$ cat config.mk
export PLATFORM = sky130hd
export DESIGN_NAME = adc_sequencer
export DESIGN_NICKNAME = d
export VERILOG_FILES = /design/src/rtl/adc_sequencer.sv
export SDC_FILE = /design/constraint.sdc
export NUM_CORES = 1
export LEC_CHECK = 0
export CORE_ASPECT_RATIO = 0.5
export CORE_MARGIN = 4
export CORE_UTILIZATION = 50
export CTS_CLUSTER_DIAMETER = 120
export CTS_CLUSTER_SIZE = 12
export DETAILED_ROUTE_END_ITERATION = 8
export PLACE_DENSITY = 0.76
export SYNTH_ARGS = -nofsm -noshare
export SYNTH_HDL_FRONTEND = slang
export SYNTH_SLANG_ARGS = --single-unit
$ cat constraint.sdc
create_clock -name clk_i -period 2.45 [get_ports clk_i]
set_input_delay 0.3675 -clock clk_i [delete_from_list [all_inputs] [get_ports clk_i]]
set_output_delay 0.3675 -clock clk_i [all_outputs]
set_load 0.1 [all_outputs]
$ cat src/rtl/adc_sequencer.sv
// Round-robin SAR ADC channel sequencer: settles the mux, runs an oversampled burst of
// conversions per channel, averages them and hands the result out over a valid/ready port.
module adc_sequencer #(
  parameter int unsigned Resolution    = 8,
  parameter int unsigned NCh           = 4,
  parameter int unsigned SettleCycles  = 4,
  parameter int unsigned TimeoutCycles = 64
) (
  input  logic                    clk_i,
  input  logic                    rst_ni,
  input  logic                    enable_i,
  input  logic [NCh-1:0]          ch_mask_i,
  input  logic [1:0]              osr_log2_i,
  input  logic                    clear_err_i,
  output logic                    adc_start_o,
  input  logic                    adc_rdy_i,
  input  logic [Resolution-1:0]   adc_result_i,
  output logic [$clog2(NCh)-1:0]  mux_sel_o,
  output logic                    valid_o,
  input  logic                    ready_i,
  output logic [Resolution-1:0]   data_o,
  output logic [$clog2(NCh)-1:0]  ch_o,
  output logic                    busy_o,
  output logic                    err_o
);

  localparam int unsigned ChW  = $clog2(NCh);
  localparam int unsigned AccW = Resolution + 3;
  localparam int unsigned TMax = (SettleCycles > TimeoutCycles) ? SettleCycles : TimeoutCycles;
  localparam int unsigned TW   = $clog2(TMax + 1);

  typedef enum logic [2:0] {StIdle, StSettle, StStart, StWait, StOutput} state_e;

  state_e                state_q;
  logic [ChW-1:0]        last_q, mux_sel_q, ch_q;
  logic [1:0]            osr_q;
  logic [AccW-1:0]       acc_q;
  logic [3:0]            cnt_q;
  logic [TW-1:0]         timer_q;
  logic                  rdy_q, start_q, valid_q, err_q;
  logic [Resolution-1:0] data_q;

  logic [ChW-1:0]        next_ch, idx;
  logic                  found;
  logic                  rdy_edge;
  logic [AccW-1:0]       acc_sum;
  logic [3:0]            cnt_inc, burst_len;

  // First enabled channel strictly after the last served one, wrapping at NCh-1.
  always_comb begin
    next_ch = last_q;
    idx     = '0;
    found   = 1'b0;
    for (int unsigned i = 1; i <= NCh; i++) begin
      idx = ChW'((32'(last_q) + i) % NCh);
      if (!found && ch_mask_i[idx]) begin
        next_ch = idx;
        found   = 1'b1;
      end
    end
  end

  always_comb begin
    rdy_edge  = adc_rdy_i & ~rdy_q;
    acc_sum   = acc_q + AccW'(adc_result_i);
    cnt_inc   = cnt_q + 4'd1;
    burst_len = 4'd1 << osr_q;
  end

  always_ff @(posedge clk_i or negedge rst_ni) begin
    if (!rst_ni) begin
      state_q   <= StIdle;
      last_q    <= ChW'(NCh - 1);
      mux_sel_q <= '0;
      ch_q      <= '0;
      osr_q     <= '0;
      acc_q     <= '0;
      cnt_q     <= '0;
      timer_q   <= '0;
      rdy_q     <= 1'b0;
      start_q   <= 1'b0;
      valid_q   <= 1'b0;
      err_q     <= 1'b0;
      data_q    <= '0;
    end else begin
      rdy_q <= adc_rdy_i;
      // A timeout later in this block overrides the clear.
      if (clear_err_i) err_q <= 1'b0;
      unique case (state_q)
        StIdle: begin
          if (enable_i && found) begin
            state_q   <= StSettle;
            mux_sel_q <= next_ch;
            osr_q     <= osr_log2_i;
            acc_q     <= '0;
            cnt_q     <= '0;
            timer_q   <= '0;
          end
        end
        StSettle: begin
          if (timer_q == TW'(SettleCycles - 1)) begin
            timer_q <= '0;
            start_q <= 1'b1;
            state_q <= StStart;
          end else begin
            timer_q <= timer_q + TW'(1);
          end
        end
        StStart: begin
          start_q <= 1'b0;
          timer_q <= '0;
          state_q <= StWait;
        end
        StWait: begin
          if (rdy_edge) begin
            acc_q   <= acc_sum;
            cnt_q   <= cnt_inc;
            timer_q <= '0;
            if (cnt_inc == burst_len) begin
              valid_q <= 1'b1;
              data_q  <= Resolution'(acc_sum >> osr_q);
              ch_q    <= mux_sel_q;
              state_q <= StOutput;
            end else begin
              start_q <= 1'b1;
              state_q <= StStart;
            end
          end else if (timer_q == TW'(TimeoutCycles - 1)) begin
            // Burst is dropped; the channel still counts as served.
            err_q   <= 1'b1;
            last_q  <= mux_sel_q;
            timer_q <= '0;
            state_q <= StIdle;
          end else begin
            timer_q <= timer_q + TW'(1);
          end
        end
        StOutput: begin
          if (ready_i) begin
            valid_q <= 1'b0;
            last_q  <= mux_sel_q;
            state_q <= StIdle;
          end
        end
        default: state_q <= StIdle;
      endcase
    end
  end

  assign adc_start_o = start_q;
  assign mux_sel_o   = mux_sel_q;
  assign valid_o     = valid_q;
  assign data_o      = data_q;
  assign ch_o        = ch_q;
  assign busy_o      = (state_q != StIdle);
  assign err_o       = err_q;

endmodule

==> impl_metrics.py, run 1 <==
metrics = {
    "floorplan": {
        "num_rows": 19,
        "die_width_um": 116,
        "initial_core_util_pct": 52.3,
        "die_h_um": 61.8,
        "core_um2": 5540,
        "io_pins": 36,
        "die_area_um2": 7150,
    },
    "power_and_ir_drop": {
        "p_total_mw": 5.69,
        "power.static_leakage_nw": 1.73,
        "p_per_area_nw_per_um2": 1470,
        "ir_drop_uv": 714,
    },
    "sta": {
        "slew_headroom_pct": 65.7,
        "finalSetupViolations": 2,
        "layout_min_cycle_time_ps": 2520,
        "fin_crit_sh_pct": 103,
        "worst_slack_ps": -65.2,
        "worst_pin_slew_ps": 515,
        "drv_slew": 0,
        "rsz0062_at_grt": "yes",
        "skew_ps": 4.72,
        "fmax_mhz": 398,
        "hold_viol": 0,
    },
    "critical_path": {
        "crit_path_max_fanout": 4,
        "r2r-start": "acc_q[0]",
        "critPathLaunch": "acc_q[0]",
        "slowest_stage": "mux4_2",
        "slowest_delay_ps": 480,
        "cp-start-kind": "flip-flop",
        "path_cells": "ha_2 > fa_2 > a21oi_2 > nor3_1 > or3b_4 > mux4_2 > mux2_4",
        "critical_path_required_ps": 2630,
        "worstSetupPathType": "reg2reg",
        "end_kind": "flip-flop",
        "arrival_ps": 2690,
    },
    "cells_and_area": {
        "diodes": 0,
        "drive_gt1_share_pct": 26.0,
        "nets": 419,
        "synthToLayoutAreaGrowth_pct": 33.8,
        "fill_cells": 389,
        "stdcell_count": 462,
    },
    "place": {
        "hpwl_um": 5630,
        "placed_cells": 448,
        "gp_congestion": 0.878,
        "portBuffers": 35,
    },
    "yosys": {
        "synth.avg_cell_area_um2": 9.13,
        "ys_types": 61,
        "synthesis.nets": 348,
        "synth_top_flop_cell": "dfrtp_1",
        "synth_top_area_cell": "dfrtp_1",
        "netlist_instances": 317,
        "ys_ff_latch": 45,
        "ys_warn_count": 0,
        "synthTopCellsByCount": "dfrtp_1 (43), nand2_1 (34), o21ai_0 (33)",
        "netlist.area_leader.share_pct": 37.2,
        "synth.cell_area_um2": 2900,
        "synth_most_common_cell": "dfrtp_1",
        "synth.top_cells.by_area": "dfrtp_1 (37%), o21ai_0 (5.7%), nand2_1 (4.4%)",
        "synth_edf_count": 0,
        "yosysSeqAreaShare_pct": 39.0,
        "async_flop_share_pct": 100,
    },
    "clocking": {
        "cts_tree": "done",
        "cts_max_path_buffers": 2,
        "insertion_delay_ps": 290,
        "path_clk_slew_ps": 70,
        "cts_sinks": 45,
        "cts_root_buf": "clkbuf_16",
        "htree_levels": 2,
        "cts_inserted_buffers": 5,
    },
    "route": {
        "drtIter0Drc": 206,
        "vias": 2815,
        "drt_wl_total_um": 8170,
        "wire_per_inst_um": 17.7,
        "vias_per_cell": 6.09,
        "drc_errors": 0,
        "first_pass_iters": 5,
        "drtAntennaViolNets": 0,
    },
    "flow_run": {
        "maxCapViolCount": 0,
    },
    "hold_path": {
        "min_path_type": "in2async",
    },
    "global_route": {
        "grt_usage_pct": 23.0,
        "grt_max_degree": 35,
        "grt_pass1_wl_um": 13000,
        "antenna_found_initial": 0,
        "grt_pass1_vias": 2753,
        "gr-total-overflow": 0,
    },
    "outcome": {
        "violations": "setup timing",
        "outcome": "finished, violations left",
    },
}
-- path summary, 6_finish.rpt --
path                                   to  slack [ps]  depth (start not counted)
worst min-delay path            data_o[4]         480                          2
max in group asynchronous       last_q[0]        1200                          3
worst min register to register   acc_q[7]         480                          2
worst max-delay path            data_o[3]         -70                          7
min in group clk_i               acc_q[7]         480                          2
worst max register to register  data_o[3]         -70                          7
-- critical path, delay by kind of cell, from the launching register on --
| family | cells | cell delay, ps |
|---|---|---|
| multiplexers | 2 | 750 |
| AO/OA/AOI/OAI | 1 | 230 |
| adder cells (fa/ha/maj) | 2 | 550 |
| AND/OR/NAND/NOR | 2 | 480 |
| flip-flops | 1 | 390 |
-- metal layers --
layer | up-vias | wire length [um] | GRT usage [%]
met1 | 1384 | 3350 | 28.6
met5 | - | 0 | 0
met3 | 18 | 458 | 4.06
li1 | 1303 | - | -
met2 | 110 | 4170 | 42.2
met4 | 0 | 197 | 7.11
-- cell type report --
class / instances / area (um2) / share of cell area [%]
Inverter: 10 / 37.5 / 0.969
Clock inverter: 2 / 38.8 / 1.00
Timing Repair Buffer: 84 / 693 / 17.9
Sequential cell: 45 / 1130 / 29.1
Clock buffer: 6 / 129 / 3.33
Tap cell: 73 / 91.3 / 2.36
Multi-Input combinational cell: 242 / 1750 / 45.3
-- flip-flops by register name, summed over array words and instances, names as in the netlist --
register / flops
osr_q: 2
data_o: 8
mux_sel_o: 2
err_o: 1
last_q: 2
cnt_q: 4
state_q: 3
acc_q: 11
timer_q: 7
ch_o: 2
adc_start_o: 1
rdy_q: 1
valid_o: 1
-- metrics by stage --
| step | hold slack [ps] | util, % | TNS, ps | instance area (um2) | setup WS (ps) |
|---|---|---|---|---|---|
| floorplan | 71.9 | - | 0 | 2900 | 33.1 |
| global placement | 253 | 64.1 | -1680 | 3550 | -379 |
| detailed placement | 260 | 64.1 | -2560 | 3550 | -457 |
| CTS | 488 | 68.5 | -5.19 | 3790 | -5.19 |
| global route | 516 | 69.9 | -209 | 3870 | -125 |
| finish | 484 | 69.9 | -116 | 3870 | -65.2 |
-- power by group --
group          switching, mW  internal (mW)
combinational           2.19           1.50
sequential             0.225          0.987
clock                  0.308          0.484
-- cell families after synthesis --
group                      synth area share (%)
xor gates and xnor gates                   3.33
and+or+nand+nor                            17.3
muxes                                      8.08
AOI/OAI and AO/OA                          23.1
adders and majority gates                  5.01
buffers and inverters                      4.19
DFF                                        39.0
-- cell usage in the layout, fill, tap and decap left out, drive strengths merged, types with 3 or more instances in the layout --
cell | netlist | routed
buf | 4 | 65
dfrtp | 43 | 43
nand2 | 34 | 34
o21ai | 34 | 34
nor2 | 22 | 22
a21oi | 15 | 15
clkdlybuf4s50 | 0 | 13
nand3 | 10 | 10
ha | 10 | 10
inv | 9 | 9
mux2i | 8 | 8
a22o | 8 | 8
nand2b | 7 | 7
a31oi | 7 | 7
mux2 | 7 | 7
xnor2 | 6 | 6
clkbuf | 16 | 6
nor3 | 5 | 5
xor2 | 5 | 5
and3 | 4 | 4
or3 | 3 | 3
o22ai | 3 | 3
nand3b | 3 | 3
nand4 | 3 | 3
o211ai | 3 | 3
o31ai | 3 | 3
mux4 | 3 | 3
dlymetal6s2s | 0 | 3
o21a | 3 | 3
a211oi | 3 | 3
-- repair_timing --
item | CTS | global route
hold endpoints to repair | 11 | 0
buffers inserted | 3 | 2
resized for setup | 10 | 10
pin swaps | 8 | 10
setup endpoints to repair | 3 | 4
hold buffers | 1 | 0
No activity file was read; power rests on OpenSTA's default activity.
==> run 2, diff against run 1 <==
--- a/config.mk
+++ b/config.mk
@@ -11,7 +11,7 @@
 export CTS_CLUSTER_DIAMETER = 120
 export CTS_CLUSTER_SIZE = 12
 export DETAILED_ROUTE_END_ITERATION = 8
-export PLACE_DENSITY = 0.76
+export PLACE_DENSITY = 0.75
 export SYNTH_ARGS = -nofsm -noshare
 export SYNTH_HDL_FRONTEND = slang
 export SYNTH_SLANG_ARGS = --single-unit
==> run 2 against run 1 <==
Compared with the run above:
- the run still ends with setup timing left
- clock power fell by 0.9%
- utilization fell by 0.43 points
- sequential cell count did not move
- first-iteration DRC count fell by 2.4%
- via count fell by 1.3%
- hold slack got worse by 15 ps
- non-clock buffer count fell by 1
- total power fell by 0.39%
- fmax rose by 0.54%
- combinational power barely moved
- die area did not move
- final cell count fell by 0.22%
- largest cell class unchanged
==> impl_metrics.py, run 2 (synthesized netlist as in run 1, its figures left out) <==
metrics = {
    "cells_and_area": {
        "layout_commonest_cell": "buf_4",
        "mostFrequentLayoutCells": "buf_4 (62), dfrtp_1 (43), nand2_1 (34), o21ai_0 (33), nor2_1 (22)",
        "fill_cells": 415,
        "largest_register_ffs": 11,
        "largest_register": "acc_q",
        "synthToLayoutAreaGrowth_pct": 32.9,
        "diodes": 0,
        "nets": 418,
        "drive_gt1_share_pct": 26.0,
    },
    "power_and_ir_drop": {
        "power.static_leakage_nw": 1.71,
        "p_per_area_nw_per_um2": 1470,
        "p_int_mw": 2.98,
        "sequentialPowerShare_pct": 21.3,
        "switching_share_pct": 47.5,
        "ir_drop_uv": 745,
        "comb_power_share_pct": 64.8,
        "power_frac_clock_pct": 13.9,
        "power.switching_mw": 2.70,
    },
    "critical_path": {
        "worstSetupPathType": "reg2reg",
        "path_cells": "ha_2 > fa_2 > buf_4 > nand3_1 > and2_1 > xnor2_1 > mux4_2 > mux2_4",
        "crit_path_max_fanout": 5,
        "critical_path_required_ps": 2620,
        "arrival_ps": 2680,
        "slowest_delay_ps": 530,
        "cp_top_family": "multiplexers",
        "cp-start-kind": "flip-flop",
        "slowest_stage": "mux4_2",
        "end_kind": "flip-flop",
        "crit_buf_inv": 1,
    },
    "global_route": {
        "gr-total-overflow": 0,
        "grt_usage_pct": 22.2,
        "grt_max_degree": 35,
        "grt_pass1_vias": 2754,
        "antenna_found_initial": 0,
        "grt_pass1_wl_um": 12500,
    },
    "outcome": {
        "violations": "setup timing",
        "outcome": "finished, violations left",
    },
    "clocking": {
        "cts_max_path_buffers": 2,
        "cts_inserted_buffers": 5,
        "htree_levels": 2,
        "cts_tree": "done",
        "cts_sinks": 45,
        "insertion_delay_ps": 290,
        "path_clk_slew_ps": 70,
        "cts_root_buf": "clkbuf_16",
    },
    "route": {
        "drtIter0Drc": 201,
        "first_pass_iters": 5,
        "drt_wl_total_um": 7960,
        "vias": 2779,
        "drc_errors": 0,
        "vias_per_cell": 6.03,
        "wire_per_inst_um": 17.3,
        "drtAntennaViolNets": 0,
    },
    "sta": {
        "worst_slack_ps": -51.7,
        "worst_pin_slew_ps": 556,
        "fmax_mhz": 400,
        "slew_headroom_pct": 62.7,
        "layout_min_cycle_time_ps": 2500,
        "drv_slew": 0,
        "finalSetupViolations": 2,
        "skew_ps": 5.04,
        "rsz0062_at_grt": "yes",
        "hold_viol": 0,
        "fin_crit_sh_pct": 102,
        "tns_ps": -57.7,
    },
    "floorplan": {
        "initial_core_util_pct": 52.3,
        "num_rows": 19,
        "core_um2": 5540,
        "die_area_um2": 7150,
        "die_width_um": 116,
        "io_pins": 36,
        "die_h_um": 61.8,
    },
    "place": {
        "dp_slack_ps": -492,
        "hpwl_um": 5490,
        "gp_congestion": 0.889,
        "portBuffers": 35,
    },
    "hold_path": {
        "min_path_type": "reg2reg",
    },
    "flow_run": {
        "maxCapViolCount": 0,
    },
}
run 2: cell count changes in the layout (fill, tap and decap cells not counted), sizes merged:
cell,change
clkdlybuf4s50,+2
buf,-1
clkinv,-1
dlygate4sd2,-1
dlymetal6s2s,-1
inv,+1
run 2: what timing repair did:
| item | CTS | global route |
|---|---|---|
| setup buffers | 4 | 0 |
| resized for setup | 6 | 12 |
| pin swaps | 8 | 8 |
| cloned | 0 | 0 |
| setup endpoints to repair | 2 | 7 |
| hold endpoints to repair | 11 | 0 |
| hold buffers | 1 | 0 |
run 2: through the flow:
stage / hold WS (ps) / power, mW / utilization, % / instances / instance area [um2]
floorplan: 71.9 / 3.43 / - / 317 / 2900
global placement: 256 / 4.48 / 64.1 / 448 / 3550
detailed placement: 269 / 4.59 / 64.1 / 448 / 3550
CTS: 477 / 5.51 / 68.2 / 461 / 3780
global route: 501 / 5.98 / 69.5 / 461 / 3850
finish: 469 / 5.67 / 69.5 / 461 / 3850
run 2: cell type report:
type / instances / area (um2) / area share [%]
Multi-Input combinational cell: 242 / 1740 / 45.2
Timing Repair Buffer: 83 / 684 / 17.8
Tap cell: 73 / 91.3 / 2.37
Clock buffer: 6 / 129 / 3.35
Sequential cell: 45 / 1130 / 29.3
Clock inverter: 2 / 38.8 / 1.01
Inverter: 10 / 37.5 / 0.975
run 2: power by group through the flow:
stage	sequential (mW)	clock, mW	combinational [mW]
after CTS	1.19	0.791	3.52
after global routing	1.24	0.822	3.92
final	1.21	0.786	3.68
after global placement	1.19	0	3.29
after floorplan	1.86	0	1.56
after detailed placement	1.20	0	3.39
run 2: worst paths after layout:
path,startpoint,to,slack [ps],cells after the start
max in group asynchronous,rst_ni,last_q[0],1210,3
setup reg to reg,acc_q[0],data_o[3],-50,8
min in group asynchronous,rst_ni,data_o[4],490,2
hold reg to reg,ch_o[1],ch_o[1],470,2
setup / recovery,acc_q[0],data_o[3],-50,8
hold / removal,ch_o[1],ch_o[1],470,2
run 2: worst register-to-register path: cells and delay by family (launching register included):
family / cells / cell delay, ps
muxes: 2 / 800
xor gates and xnor gates: 1 / 180
and+or+nand+nor: 2 / 290
buffers and inverters: 1 / 160
DFF: 1 / 390
adders and majority gates: 2 / 570
run 2: layer usage:
metal | track usage (%) | routed length (um) | vias to the layer above
met2 | 40.3 | 3920 | 98
li1 | - | - | 1305
met4 | 8.93 | 151 | 0
met1 | 27.3 | 3460 | 1360
met3 | 3.97 | 432 | 16
met5 | 0 | 0 | -
==> RTL change: new RTL, settings of run 1 <==
One comparison of `timer_q` changes from == to >=.
--- a/src/rtl/adc_sequencer.sv
+++ b/src/rtl/adc_sequencer.sv
@@ -99,5 +99,5 @@
         end
         StSettle: begin
-          if (timer_q == TW'(SettleCycles - 1)) begin
+          if (timer_q >= TW'(SettleCycles - 1)) begin
             timer_q <= '0;
             start_q <= 1'b1;
Behaviour: no difference found for any inputs over 4 cycles, from zero or initial values and one cycle with rst_ni low; that may be too few to reach the edited logic, so the function may still have changed.
==> RTL change against run 1 <==
  * The run still ends with negative setup slack left
  * Total power is 4.4% lower
  * Wire length is 19% lower
  * Count of clock-buffer cells in the layout is 1 higher
  * Area after synthesis is 5.1% lower
  * Sequential power is 6% higher
  * Setup slack better by 4.7 ps
  * Combinational power is 3% lower
  * Sequential cell count stayed put
  * Final area is 8.6% lower
  * Non-clock buffer count is 18 lower
==> RTL change: results (changes against run 1) <==
[outcome]
status = finished with violations
violations = negative setup slack

[timing]
setup_slack_ps = -60.47  ; +4.702 ps
worst_slew_margin_rel = 0.6779  ; +0.02117
finalSetupViolations = 2  ; unchanged
finalClockSkew_ps = 9.040  ; +4.319 ps

[logic_synthesis]
synth.area.top_cells = dfrtp_1 39%, mux4_2 5.7%, ha_1 4.6%, mux2_2 4.5%, o21ai_0 4.4%
ys_top_cells_by_count = 43 x dfrtp_1, 29 x nand2_1, 24 x o21ai_0
yosysSeqAreaShare = 0.4107  ; +0.02095
synthDistinctLibCells = 60  ; -1.6%
async_reset_ff_frac = 1.000  ; unchanged
synth_fp_nets = 293  ; -16%
synth.avg_cell_area_sq_um = 10.49  ; +15%

[placement]
dp_hpwl_um = 4860  ; -14%
pre_cts_ws_ps = -498.6  ; -41.35 ps
gp_congestion = 0.8603  ; -2.0%
dpl.cell_count = 385  ; -14%
place_area_sq_um = 3316  ; -6.6%

[cts]
path_clk_slew_ps = 90  ; +20 ps
root_buffer = clkbuf_8
clockBufferDepth = 2  ; unchanged

[global_route]
grt_usage = 0.2059  ; -0.02386
met3_usage = 0.04183  ; +0.001214
grt_max_degree = 19  ; -46%
met1_usage = 0.2688  ; -0.01677

[layout]
nNetsFinal = 357  ; -15%
stdcell_count = 397  ; -14%
drive_gt1_frac = 0.2875  ; +0.02782

[critical_path]
crit_fanout = 3  ; -1
cp_slowest_cell = mux4_2
reg2regPathDepth = 8  ; +1

[power_and_ir_drop]
power_switching_mw = 2.630  ; -3.4%
irDropWorstVdd_uv = 803.0  ; +12%
leakagePower_nw = 1.567  ; -9.7%

[min_path]
hold_class = reg2reg

[detailed_routing]
vias = 2328  ; -17%
drt_first_pass_iters = 4  ; -1
detail_route.iter0.violations = 134  ; -35%
routed_wl_um = 6636  ; -19%

-- RTL change: changes by cell type after synthesis, sizes merged, moves of 5 or more --
cell	delta
o21ai	-8
clkbuf	-7
nand3	-6
mux2	+5
mux2i	-5
nand2	-5
nor2	-5
-- RTL change: how the worst min path moves through the flow --
stage | cells after the start | from | to | slack (ps)
2_1_floorplan | 0 | rst_ni | acc_q[0]$_DFFE_PN0P_ | 70
5_1_grt | 1 | ch_o[0]$_DFFE_PN0P_ | ch_o[0]$_DFFE_PN0P_ | 520
4_1_cts | 2 | data_o[7]$_DFFE_PN0P_ | data_o[7]$_DFFE_PN0P_ | 500
6_report | 2 | data_o[7]$_DFFE_PN0P_ | data_o[7]$_DFFE_PN0P_ | 500
3_5_place_dp | 1 | rst_ni | timer_q[0]$_DFFE_PN0P_ | 320
3_3_place_gp | 1 | rst_ni | timer_q[0]$_DFFE_PN0P_ | 310
-- RTL change: repair_timing --
action | CTS | global route
endpoints found under the hold margin | 3 | 0
gates resized for setup | 3 | 8
pin swaps | 7 | 4
setup buffers | 1 | 2
hold buffers | 1 | 0
setup endpoints to repair | 6 | 6
-- RTL change: critical path, delay by kind of cell, from the launching register on --
kind	cells	cell delay, ps
fa+ha+maj	2	530
flops	1	430
mux	2	750
compound gates	3	480
xor+xnor	1	200
-- RTL change: power groups by stage --
stage / logic, mW / registers [mW] / clock network (mW)
final: 3.58 / 1.28 / 0.581
after global routing: 3.81 / 1.33 / 0.633
after CTS: 3.43 / 1.27 / 0.593
after detailed placement: 3.39 / 1.28 / 0
after global placement: 3.30 / 1.26 / 0
after floorplan: 1.72 / 1.97 / 0
-- RTL change: cell families (layout without fill, tap and decap cells) --
logic type,Yosys count,count (layout),share of synthesized area
and+or+nand+nor,75,75,0.1393
AOI/OAI and AO/OA,85,85,0.2195
muxes,22,22,0.1189
adders and majority gates,11,11,0.05282
xor gates and xnor gates,10,10,0.03187
DFF,45,45,0.4107
buffers and inverters,14,79,0.02687
-- RTL change: routing by layer --
metal	vias up	wire length, um
met3	10	270
met4	0	48
met1	1158	3019
met5	-	0
met2	53	3298
li1	1107	-
-- RTL change: area by class of cell --
class / count / area (sq um)
inverters: 5 / 18.77
flip-flops and latches: 45 / 1129
well taps: 70 / 87.58
clock buffers: 7 / 86.33
fillers: 377 / 1572
repair buffers: 66 / 550.5
multi-input cells: 203 / 1639
clock inverters: 1 / 30.03
-- RTL change: stage by stage --
stage	hold WS [ps]	setup TNS, ps	util
floorplan	71.91	-51.22	-
global placement	310.7	-2579	0.6486
detailed placement	319.4	-3105	0.6486
CTS	497.5	-126.7	0.6750
global route	523.2	-223.4	0.6926
finish	498.0	-114.3	0.6926
